--- src/rtl/strobe_period_meter.sv ---
// Measures the sys_clk spacing between rising edges of flag_in and compares it against EXP_DIV.
// Optional macro PERIOD_METER_SYNC_EN inserts a two-flop synchronizer ahead of the edge detector.
module strobe_period_meter #(
    parameter int CNT_W   = 16,
    parameter int EXP_DIV = 6
) (
    input  logic             sys_clk,
    input  logic             sys_rst_n,
    input  logic             flag_in,
    input  logic             enable,
    output logic [CNT_W-1:0] period_out,
    output logic             period_valid,
    output logic             ratio_ok,
    output logic             timeout
);

    typedef enum logic [1:0] {
        IDLE,
        ARM,
        MEASURE
    } state_t;

    localparam logic [CNT_W-1:0] CNT_MAX = '1;
    localparam logic [CNT_W-1:0] EXP_VAL = CNT_W'(EXP_DIV);

    state_t           state;
    state_t           state_nxt;
    logic [CNT_W-1:0] cnt;
    logic [CNT_W-1:0] cnt_nxt;
    logic [CNT_W-1:0] period_nxt;
    logic             valid_nxt;
    logic             ratio_nxt;
    logic             timeout_nxt;
    logic             flag_src;
    logic             flag_d;
    logic             rise;

`ifdef PERIOD_METER_SYNC_EN
    logic sync_q1;
    logic sync_q2;

    always_ff @(posedge sys_clk or negedge sys_rst_n) begin
        if (!sys_rst_n) begin
            sync_q1 <= 1'b0;
            sync_q2 <= 1'b0;
        end else begin
            sync_q1 <= flag_in;
            sync_q2 <= sync_q1;
        end
    end

    assign flag_src = sync_q2;
`else
    assign flag_src = flag_in;
`endif

    always_ff @(posedge sys_clk or negedge sys_rst_n) begin
        if (!sys_rst_n) begin
            flag_d <= 1'b0;
        end else begin
            flag_d <= flag_src;
        end
    end

    assign rise = flag_src & ~flag_d;

    always_ff @(posedge sys_clk or negedge sys_rst_n) begin
        if (!sys_rst_n) begin
            state        <= IDLE;
            cnt          <= '0;
            period_out   <= '0;
            period_valid <= 1'b0;
            ratio_ok     <= 1'b0;
            timeout      <= 1'b0;
        end else begin
            state        <= state_nxt;
            cnt          <= cnt_nxt;
            period_out   <= period_nxt;
            period_valid <= valid_nxt;
            ratio_ok     <= ratio_nxt;
            timeout      <= timeout_nxt;
        end
    end

    // Dropping enable overrides every state, so a rise in that cycle is discarded.
    always_comb begin
        state_nxt   = state;
        cnt_nxt     = cnt;
        period_nxt  = period_out;
        valid_nxt   = 1'b0;
        ratio_nxt   = ratio_ok;
        timeout_nxt = timeout;

        if (!enable) begin
            state_nxt   = IDLE;
            cnt_nxt     = '0;
            ratio_nxt   = 1'b0;
            timeout_nxt = 1'b0;
        end else begin
            case (state)
                IDLE: begin
                    cnt_nxt   = '0;
                    state_nxt = ARM;
                end
                ARM: begin
                    if (rise) begin
                        cnt_nxt   = {{(CNT_W-1){1'b0}}, 1'b1};
                        state_nxt = MEASURE;
                    end
                end
                MEASURE: begin
                    if (rise) begin
                        period_nxt  = cnt;
                        valid_nxt   = 1'b1;
                        ratio_nxt   = (cnt == EXP_VAL);
                        timeout_nxt = 1'b0;
                        cnt_nxt     = {{(CNT_W-1){1'b0}}, 1'b1};
                    end else if (cnt == CNT_MAX) begin
                        timeout_nxt = 1'b1;
                        cnt_nxt     = '0;
                        state_nxt   = ARM;
                    end else begin
                        cnt_nxt = cnt + 1'b1;
                    end
                end
                default: begin
                    state_nxt = IDLE;
                    cnt_nxt   = '0;
                end
            endcase
        end
    end

endmodule
--- config.mk ---
export PLATFORM = sky130hd
export DESIGN_NAME = strobe_period_meter
export DESIGN_NICKNAME = d
export VERILOG_FILES = /design/src/rtl/strobe_period_meter.sv
export SDC_FILE = /design/constraint.sdc
export NUM_CORES = 1
export LEC_CHECK = 0
export BUFFER_PORTS_ARGS = -buffer_cell sky130_fd_sc_hd__buf_2
export CAP_MARGIN = 20
export CORE_MARGIN = 5
export CORE_UTILIZATION = 64
export CTS_BUF_LIST = sky130_fd_sc_hd__clkbuf_8
export DETAILED_ROUTE_END_ITERATION = 7
export PLACE_DENSITY = 0.85
export SLEW_MARGIN = 25
export SYNTH_ARGS = -nofsm -noshare
export SYNTH_HDL_FRONTEND = slang
export SYNTH_SLANG_ARGS = --single-unit
--- constraint.sdc ---
create_clock -name sys_clk -period 5.2 [get_ports sys_clk]
set_clock_uncertainty 0.1 [all_clocks]
set_input_delay 1.3 -clock sys_clk [delete_from_list [all_inputs] [get_ports sys_clk]]
set_output_delay 1.3 -clock sys_clk [all_outputs]
set_load 0.02 [all_outputs]
==> results.toml <==
[setup_path]
r2r-start = "state[0]$_DFFE_PN0P_"
end_kind = "flop"
r2r_setup_slack_ns = 2.77
worstReg2RegEnd = "cnt[11]$_DFFE_PN0P_"
cp_cell_sequence = "buf_2, nor2b_1, nand3_1, mux2_2"
crit_end = "period_out[1]$_DFFE_PN0P_"
critPathRequiredTime_ns = 5.28
r2r_cells = 6
critPathSlowestCell = "nand3_1"
path_max_fanout = 20
max_stage_delay_ns = 0.68
cp.depth = 4
crit_buf_inv = 1
setup.worst_path.start_class = "primary input"
path_class = "in -> reg"
startpoint = "flag_in"
cp.arrival_ns = 2.89
cp_top_family = "simple AND/OR/NAND/NOR gates"

[cts]
cts.sinks = 38
cts_setup_buffers = 0
clk_pin_slew_ns = 0.07
ctsHoldBuffers = 0
cts.htree.levels = 2
cts-buffers-inserted = 5
cts.path.max_buffers = 2
root_buffer = "clkbuf_8"
clk_latency_ns = 0.29
ctsResizeCount = 0
cts_tree = "built"

[sta]
final_hold_viol_count = 0
finalCriticalPeriod_ns = 2.817
setup-violations-final = 0
finalMaxSlewViolations = 0
relSlewSlack_pct = 34.82
rsz0062_at_grt = "no"
fin_tns_setup_ns = 0
worstMarginPinSlew_ns = 0.9642
min_period_over_period_pct = 54.17
fmax_mhz = 355.0

[route]
drc = 0
vias_per_cell = 6.462
wl_mm = 3.919
firstDrtPassIters = 4
wl_per_cell_microns = 16.75
drtIter0Drc = 91
ant_nets = 0
via_count = 1512

[pwr]
p_int_mw = 0.4197
report.power.total_mw = 0.5623
comb_power_share_pct = 9.1
seq_power_share_pct = 54.0
p_switching_mw = 0.1426
pwr_density_cell_mw_per_mm2 = 267.3
p_leak_nw = 0.9643
swShare_pct = 25.37
p_clk_share_pct = 36.9
ir_drop_uv = 211.6

[finish]
drive_gt1_share_pct = 23.15
num-fill-cells = 206
multi_input_area_sq_um = 882.1
layout.nets = 212
register_area_sq_um = 950.9
antennaDiodeCount = 0
syn_to_final_growth_pct = 10.01

[place]
hpwl_mm = 2.693
place.gp.congestion = 0.9301
port_buffers = 22

[floorplanning]
die_y_microns = 64.66
start_util_pct = 68.15
rows = 19
dieArea_sq_mm = 0.004180
num_io_pins = 23
fp.dieW_microns = 64.66
core_area_sq_mm = 0.002805

[grt]
grt_antenna_before_repair = 0
grt_pass1_vias = 1440
overflow = 0
grt_max_degree = 39
grt_usage_pct = 20.87
grt_pass1_wl_mm = 6.803

[synthesis]
synthFlopType = "dfrtp_1"
synth_cells = 183
ys_seq_area_share_pct = 49.74
synth_edf_count = 0
synth.net_count = 193
yosys_warnings = 0
async_reset_ff_share_pct = 100.0
avgSynthCellArea_sq_um = 10.45
syn-cell-area_sq_mm = 0.001912
synth_cell_type_count = 38
ys_ff_latch = 38

[run_status]
outcome = "complete, no violations"

[min_path]
worstHoldStart = "period_out[13]$_DFFE_PN0P_"
hp-class = "reg -> reg"

[run]
drv_cap = 0
## how the worst min path moves through the flow
stage | cells after the start | slack, ns | end
floorplan | 2 | 0.41 | cnt[1]$_DFFE_PN0P_
global placement | 2 | 0.36 | period_out[13]$_DFFE_PN0P_
detailed placement | 2 | 0.37 | period_out[13]$_DFFE_PN0P_
CTS | 2 | 0.39 | period_out[13]$_DFFE_PN0P_
global route | 1 | 0.42 | period_out[10]$_DFFE_PN0P_
finish | 2 | 0.38 | period_out[13]$_DFFE_PN0P_
## per-stage QoR
stage          hold slack (ns)  instance area (sq um)  worst slack, ns  std cells  util, %
2_1_floorplan           0.4143                   1912            2.549        183        -
3_3_place_gp            0.3633                   2012            2.153        226    71.72
3_5_place_dp            0.3712                   2012            2.069        226    71.72
4_1_cts                 0.3872                   2103            2.377        234    74.98
5_1_grt                 0.4204                   2103            2.253        234    74.98
6_report                0.3790                   2103            2.383        234    74.98
## layout make-up
cell class	instances	share of cell area (%)
Clock buffer	6	3.926
Clock inverter	2	0.4164
Inverter	8	1.428
Multi-Input combinational cell	127	41.94
Sequential cell	38	45.21
Tap cell	31	1.844
Timing Repair Buffer	22	5.235
## layer usage
metal / GRT usage [%] / wire length (microns)
met1: 27.36 / 1680
met2: 33.38 / 1874
met3: 5.699 / 281
met4: 7.652 / 83
met5: 0 / 0
## cells by family after synthesis
logic type / Yosys count / share of synthesized area, %
AND/OR/NAND/NOR: 65 / 19.63
AO/OA/AOI/OAI: 39 / 12.89
flip-flops: 38 / 49.74
buffers and inverters: 18 / 4.123
multiplexers: 15 / 8.770
adder cells (fa/ha/maj): 6 / 3.927
XOR/XNOR: 2 / 0.9164
## state kept, by name (all words and copies together), names as in the netlist
register / cells
period_out: 16
cnt: 16
state: 2
timeout: 1
period_valid: 1
ratio_ok: 1
flag_d: 1
## synth_stat cells, types with 5 or more instances
cell	n	area share (%)
dfrtp_1	38	50
mux2_2	14	8.2
a21oi_1	12	3.1
inv_1	8	1.6
nand3_1	12	3.1
o21ai_0	10	2.6
or3_1	6	2.0
o31ai_1	5	2.0
nand2_1	18	3.5
clkbuf_1	6	1.2
or4_1	6	2.4
ha_1	6	3.9
## cells in the final DEF, fill, tap and decap left out, types with 3 or more instances in the layout
master	n
or3_1	6
buf_2	22
nand4_1	3
nand2b_1	3
clkbuf_8	6
ha_1	6
o31ai_1	5
nor4b_1	3
o21ai_0	10
or4_1	6
nand3_1	12
dfrtp_1	38
inv_1	9
nand2_1	18
nor2_1	3
mux2_2	14
a31oi_1	3
a21oi_1	12
## worst min-delay path, delay by kind of cell, from the launching register on
family	cells	cell delay (ns)
AND/OR/NAND/NOR	1	0.05
flip-flops	1	0.34
AO/OA/AOI/OAI	1	0.06
## power groups by stage
stage	logic (mW)	clock network (mW)	registers [mW]
2_1_floorplan	0.0343	0	0.309
3_3_place_gp	0.0483	0	0.309
3_5_place_dp	0.0504	0	0.309
4_1_cts	0.0507	0.209	0.303
5_1_grt	0.0571	0.226	0.304
6_report	0.0511	0.208	0.304
Power figures use the tool's default switching activity.
